===== config.mk =====
export PLATFORM = sky130hd
export DESIGN_NAME = cordic_vectoring
export DESIGN_NICKNAME = d
export VERILOG_FILES = /design/src/rtl/cordic_vectoring.sv
export SDC_FILE = /design/constraint.sdc
export NUM_CORES = 1
export LEC_CHECK = 0
export CAP_MARGIN = 25
export CORE_ASPECT_RATIO = 1.5
export CORE_MARGIN = 8
export CORE_UTILIZATION = 35
export DETAILED_ROUTE_END_ITERATION = 7
export SLEW_MARGIN = 40
export SYNTH_ARGS = -nofsm -noshare
export SYNTH_HDL_FRONTEND = slang
export SYNTH_SLANG_ARGS = --single-unit

===== constraint.sdc =====
create_clock -name CLK_I -period 7 [get_ports CLK_I]
set_input_delay 1.4 -clock CLK_I [delete_from_list [all_inputs] [get_ports CLK_I]]
set_output_delay 1.4 -clock CLK_I [all_outputs]
set_load 0.02 [all_outputs]

===== src/rtl/cordic_vectoring.sv =====
// rtl/cordic_vectoring.sv - iterative vectoring-mode CORDIC: (X, Y) -> atan2 angle and compensated magnitude, Q.18
module cordic_vectoring #(
  parameter int DATA_W = 20,
  parameter int ITER   = 19,
  parameter int INT_W  = 23
) (
  input  logic                     CLK_I,
  input  logic                     RST_N_I,
  input  logic signed [DATA_W-1:0] X_I,
  input  logic signed [DATA_W-1:0] Y_I,
  input  logic                     READY_I,
  output logic signed [31:0]       ANGLE_O,
  output logic signed [31:0]       MAG_O,
  output logic                     BUSY_O,
  output logic                     DONE_O
);

  localparam int Z_W = 22;
  localparam logic signed [Z_W-1:0] HALF_PI  = 22'sd411775;
  localparam logic signed [18:0]    INV_GAIN = 19'sd159188;

  typedef enum logic [1:0] {S_IDLE, S_PRE, S_ITER, S_SCALE} state_t;

  state_t                   state, nxt;
  logic signed [INT_W-1:0]  x, y;
  logic signed [Z_W-1:0]    z;
  logic [4:0]               i;
  logic                     zero;
  logic                     last_iter;
  logic signed [INT_W+18:0] prod, prod_sh;

  function automatic logic signed [Z_W-1:0] atan_lut(input logic [4:0] k);
    case (k)
      5'd0:    atan_lut = 22'sd205887;
      5'd1:    atan_lut = 22'sd121542;
      5'd2:    atan_lut = 22'sd64220;
      5'd3:    atan_lut = 22'sd32599;
      5'd4:    atan_lut = 22'sd16363;
      5'd5:    atan_lut = 22'sd8189;
      5'd6:    atan_lut = 22'sd4096;
      5'd7:    atan_lut = 22'sd2048;
      5'd8:    atan_lut = 22'sd1024;
      5'd9:    atan_lut = 22'sd512;
      5'd10:   atan_lut = 22'sd256;
      5'd11:   atan_lut = 22'sd128;
      5'd12:   atan_lut = 22'sd64;
      5'd13:   atan_lut = 22'sd32;
      5'd14:   atan_lut = 22'sd16;
      5'd15:   atan_lut = 22'sd8;
      5'd16:   atan_lut = 22'sd4;
      5'd17:   atan_lut = 22'sd2;
      5'd18:   atan_lut = 22'sd1;
      default: atan_lut = 22'sd0;
    endcase
  endfunction

  assign last_iter = (i == 5'(ITER - 1));
  assign prod      = x * INV_GAIN;
  assign prod_sh   = prod >>> 18;

  always_ff @(posedge CLK_I or posedge RST_N_I) begin
    if (RST_N_I) state <= S_IDLE;
    else         state <= nxt;
  end

  always_comb begin
    nxt = state;
    case (state)
      S_IDLE:  if (READY_I) nxt = S_PRE;
      S_PRE:   nxt = S_ITER;
      S_ITER:  if (last_iter) nxt = S_SCALE;
      S_SCALE: nxt = S_IDLE;
      default: nxt = S_IDLE;
    endcase
  end

  always_comb begin
    BUSY_O = (state != S_IDLE);
  end

  always_ff @(posedge CLK_I or posedge RST_N_I) begin
    if (RST_N_I) begin
      x       <= '0;
      y       <= '0;
      z       <= '0;
      i       <= '0;
      zero    <= 1'b0;
      ANGLE_O <= '0;
      MAG_O   <= '0;
      DONE_O  <= 1'b0;
    end else begin
      DONE_O <= (state == S_SCALE);
      case (state)
        S_IDLE: begin
          if (READY_I) begin
            x <= INT_W'(X_I);
            y <= INT_W'(Y_I);
            i <= '0;
          end
        end
        S_PRE: begin
          zero <= (x == '0) && (y == '0);
          // Fold the left half-plane into the right so the micro-rotations converge
          if (!x[INT_W-1]) begin
            z <= '0;
          end else if (!y[INT_W-1]) begin
            x <= y;
            y <= -x;
            z <= HALF_PI;
          end else begin
            x <= -y;
            y <= x;
            z <= -HALF_PI;
          end
        end
        S_ITER: begin
          if (!y[INT_W-1]) begin
            x <= x + (y >>> i);
            y <= y - (x >>> i);
            z <= z + atan_lut(i);
          end else begin
            x <= x - (y >>> i);
            y <= y + (x >>> i);
            z <= z - atan_lut(i);
          end
          i <= i + 5'd1;
        end
        S_SCALE: begin
          if (zero) begin
            ANGLE_O <= '0;
            MAG_O   <= '0;
          end else begin
            ANGLE_O <= 32'(z);
            MAG_O   <= 32'(prod_sh);
          end
        end
        default: ;
      endcase
    end
  end

endmodule


* Word level (Yosys, flattened, before mapping) *
Memory sizes are Yosys's and may differ from the RTL's.
Index checks and enable logic that the tools add are counted.

operators by class
  $add $sub $neg = 9
  multipliers = 1
  equal/unequal tests = 7
  shifts and indexed selects = 2
  mux-type cells = 25
  reductions and logical operators = 12

operator list
  operator                                             number
  two-way mux 23 bit                                   8
  two-way mux 22 bit                                   7
  one-hot mux 23 bit (3 select lines)                  2
  two-way mux 32 bit                                   2
  adder 23 bit                                         2
  zero test 23 bit                                     2
  negation 23 bit                                      2
  >>> shifter 23 x 5 -> 23 bit                         2
  subtractor 23 bit                                    2
  one-hot mux 22 bit (2 select lines)                  1
  multiplier 23 x 17 -> 40 bit, second input constant  1
  adder 22 bit                                         1
  subtractor 22 bit                                    1
  one-hot mux 5 bit (2 select lines)                   1
  one-hot mux 2 bit (4 select lines)                   1
  inequality test 2 bit, second input constant         3
  AND reduction 2 bit                                  3
  nonzero test 2 bit                                   3
  adder 5 x 1 -> 5 bit, second input constant          1
  equality test 5 bit, second input constant           1
  two-way mux 5 bit                                    1
  equality test 2 bit, second input constant           2
  two-way mux 2 bit                                    2
  AND reduction 3 bit                                  1
  other kinds (4)                                      4

word-level totals
  bits in registers = 141
  ROM bits = 1152
  output and inout port bits = 66
  logic and storage cells = 68
  memories = 2

memory list
  memory           depth  bits a word  rd ports  clocked after Yosys merged registers in  write ports  line  text
  (no name shown)  32     18           1         0                                        0            33    case (k)
  (no name shown)  32     18           1         0                                        0            33

* Logic depth before layout (Yosys ltp) *
An unclocked memory read counts as a cell.

  depth in word-level cells = 6
  gate-level depth with buffers = 25
  gate-level depth less buffers = 23

* Worst setup path before layout *
Ideal clock, no wire load.

  path kind = register to register
  start point = register x[11]
  end point = register MAG_O[11]
  library setup time = 134 ps
  arrival time = 5870 ps
  setup slack = 996 ps
  stages on the path, launching flop included = 24
  buffers on the path = 0
  clock period less this slack = 6004 ps
  path through = dfrtp_1 inv_1 ha_1 xor2_1 ha_1 inv_1 fa_1 inv_1 fa_1 fa_1 inv_1 fa_1 inv_1 ha_1 a21oi_1 o21ai_0 or3_1 o31a_1 a21bo_2 a41oi_1 o21bai_1 a21oi_1 xor2_1 o22ai_1

between the ends
  cells in the longest elaborated chain, start to end = 2

ends and longest elaborated chain
  item                          line  text
  from (decl)                   25    logic signed [INT_W-1:0] x, y;
  from (signal assigned)        96    x <= INT_W'(X_I);
  from (signal assigned)        107   x <= y;
  from (signal assigned)        111   x <= -y;
  multiplier 23 x 17 -> 40 bit  58    assign prod = x * INV_GAIN;
  two-way mux 32 bit            129   if (zero) begin
  to (signal assigned)          134   MAG_O <= 32'(prod_sh);
  to (decl)                     13    output logic signed [31:0] MAG_O,

Every way passes these cells.
A chain may end at the register's enable or synchronous reset.

* Worst setup path in the final report *
  start point = register x[10]
  end point = register MAG_O[11]

Same word-level chain as after synthesis.

==> results.cfg <==
[clocking]
clock-sinks = 123
postCtsSetupRepairBufs = 0
cts_buffer_depth = 2
numCtsBuffers = 17
cts_tree = yes
cts_hold_buf = 0
h-tree-depth = 4
clock_latency_ps = 470
clk_pin_slew_ps = 70
cts_root_buffer = clkbuf_16

[floorplanning]
die_w_um = 221.0
core_area_um2 = 62920
die_y_um = 323.6
row_count = 113
die_area_um2 = 71520
pin_count = 109
start_util_pct = 35.08

[sta]
fin_worst_skew_ps = 17.67
fin_setup_tns_ps = 0
rsz0062_at_grt = no
fmax_mhz = 152.3
setup_viol = 0
drv_slew = 0
finalCritPeriodShare_pct = 93.83
tightest_slew_ps = 856.0
hold_violations = 0
finalCriticalPeriod_ps = 6568
relSlewSlack_pct = 42.87

[drt]
first_pass_iters = 5
drc_errors = 0
wl_met1_um = 27280
postRouteAntennaNets = 0
wl_um = 74510
post_drt_wl_per_cell_um = 21.78
vias = 19260
routed.top_layer = met4
drt_iter0_markers = 1240
wl_met2_um = 40080
dr_wl_met3_um = 2778
vias_per_cell = 5.629

[worst_setup_path]
critPathArrivalTime_ps = 6880
setup.worst_path.start_class = flop
reg2reg_depth = 24
crit_path_end_kind = flop
setup.worst_path.class = flop to flop
cp-endpoint = MAG_O[11]
worst-path-max-fanout = 8
worst-r2r-setup-slack_ps = 430
timing.rr.start = x[10]
cp.required_ps = 7320
critPathLaunch = x[10]
timing.rr.end = MAG_O[11]

[cells_and_area]
areaGrowthSynthToFinish_pct = 11.42
nNetsFinal = 3094
n_antenna_cell = 0
drive_above_1_share_pct = 8.104

[run_status]
outcome = finished clean

[yosys]
synth_cell_types = 92
ys.flop_type = dfrtp_1
async_flop_share_pct = 100.0
synth-seq-cells = 123
yosysTopAreaCell = ha_1
syn-num-nets = 3051
netlist_top_cells_count = inv_1, ha_1, fa_1
synth.area.top_cells = ha_1, fa_1, dfrtp_1, inv_1, xnor2_1
synth_top_area_share_pct = 16.16
avgSynthCellArea_um2 = 8.622
ys_seq_area_share_pct = 13.95
netlist_area_um2 = 22070
synth_edf_count = 0
synthesis.instances = 2560
ys.warnings.count = 0
synth.most_common_cell = inv_1

[global_routing]
grt_first_pass_wirelength_um = 116300
grt_max_degree = 76
gr-total-overflow = 0
grt_pass1_vias = 20360
grt.total_usage_pct = 20.76
grt_antenna_before_repair = 0

[run]
max_cap_viol_count = 0

[placed_design]
dpl.hpwl_um = 59770
place_congestion = 0.9455
io_buffer_count = 108

[worst_hold_path]
holdCritPathClass = flop to flop
[layout by cell type, fill, tap and decap left out, drive strengths merged, types with 65 or more instances in the layout]
| cell | synthesis | layout |
|---|---|---|
| xnor2 | 106 | 106 |
| xor2 | 68 | 68 |
| nor2 | 159 | 159 |
| o21ai | 128 | 128 |
| ha | 285 | 285 |
| inv | 387 | 397 |
| clkdlybuf4s50 | 0 | 108 |
| fa | 163 | 163 |
| dfrtp | 123 | 123 |
| nand2 | 147 | 147 |
| o22ai | 65 | 65 |
| a21oi | 154 | 154 |
[final cells by class]
type,instances,area [um^2]
flip-flops and latches,123,3093
clock inverters,15,147.6
repair buffers,172,1574
multi-input cells,1900,16880
fillers,6328,38330
inverters,389,1465
well taps,805,1007
clock buffers,17,425.4
[sequential cells by signal, summed over array words and instances (netlist names)]
name and cells:
state 2, DONE_O 1, MAG_O 24, i 5, x 23, zero 1, y 23, ANGLE_O 22
z 22
[stage by stage]
step | instances | util, % | instance area [um^2] | hold WS, ps | setup WS (ps)
finish | 3421 | 39.09 | 24590 | 529.3 | 432.2
global route | 3421 | 39.09 | 24590 | 545.9 | 13.07
CTS | 3421 | 39.06 | 24580 | 535.0 | 44.00
detailed placement | 3389 | 38.15 | 24000 | 524.5 | 67.54
global placement | 3389 | 38.13 | 23990 | 520.8 | 160.4
floorplan | 2560 | - | 22070 | 487.8 | 995.6
[worst min path at each step]
stage	startpoint	to	cells after the start
after floorplan	z[10]	z[10]	2
after global placement	MAG_O[6]	MAG_O[6]	2
after detailed placement	MAG_O[22]	MAG_O[22]	2
after CTS	MAG_O[22]	MAG_O[22]	2
after global routing	ANGLE_O[2]	ANGLE_O[2]	2
final	ANGLE_O[6]	ANGLE_O[6]	2
[per-layer routing]
metal,vias to the layer above,global-route usage (%)
met5,-,0
met2,588,39.80
met1,9489,21.70
li1,8973,-
met4,0,11.87
met3,208,2.533
[cells by family after synthesis]
| family | after synthesis | share of synthesized area (%) |
|---|---|---|
| buffers and inverters | 537 | 9.864 |
| DFF | 123 | 13.95 |
| adders and majority gates | 448 | 30.94 |
| AOI/OAI and AO/OA | 632 | 18.59 |
| xor gates and xnor gates | 174 | 6.905 |
| muxes | 119 | 8.345 |
| and+or+nand+nor | 527 | 11.41 |
[critical path, stage by stage (launching register included)]
cell	delay [ps]
dfrtp_1	480
buf_4	230
ha_1	290
xor2_1	180
ha_1	290
inv_1	50
fa_1	510
inv_1	50
fa_1	480
fa_1	550
inv_1	60
fa_1	530
inv_1	40
ha_1	350
a21oi_1	150
o21ai_0	120
or3_1	330
o31a_1	300
buf_4	160
a21bo_2	250
a41oi_1	420
o21bai_1	160
a21oi_1	210
xor2_1	160
o22ai_1	80
[timing repair]
item,4_1_cts,5_1_grt
endpoints found under the hold margin,0,0
resized for setup,0,3
endpoints found under the setup margin,0,3
Power is not shown: default switching activity piles up to over one toggle a cycle in this logic, so the estimate is an artifact.
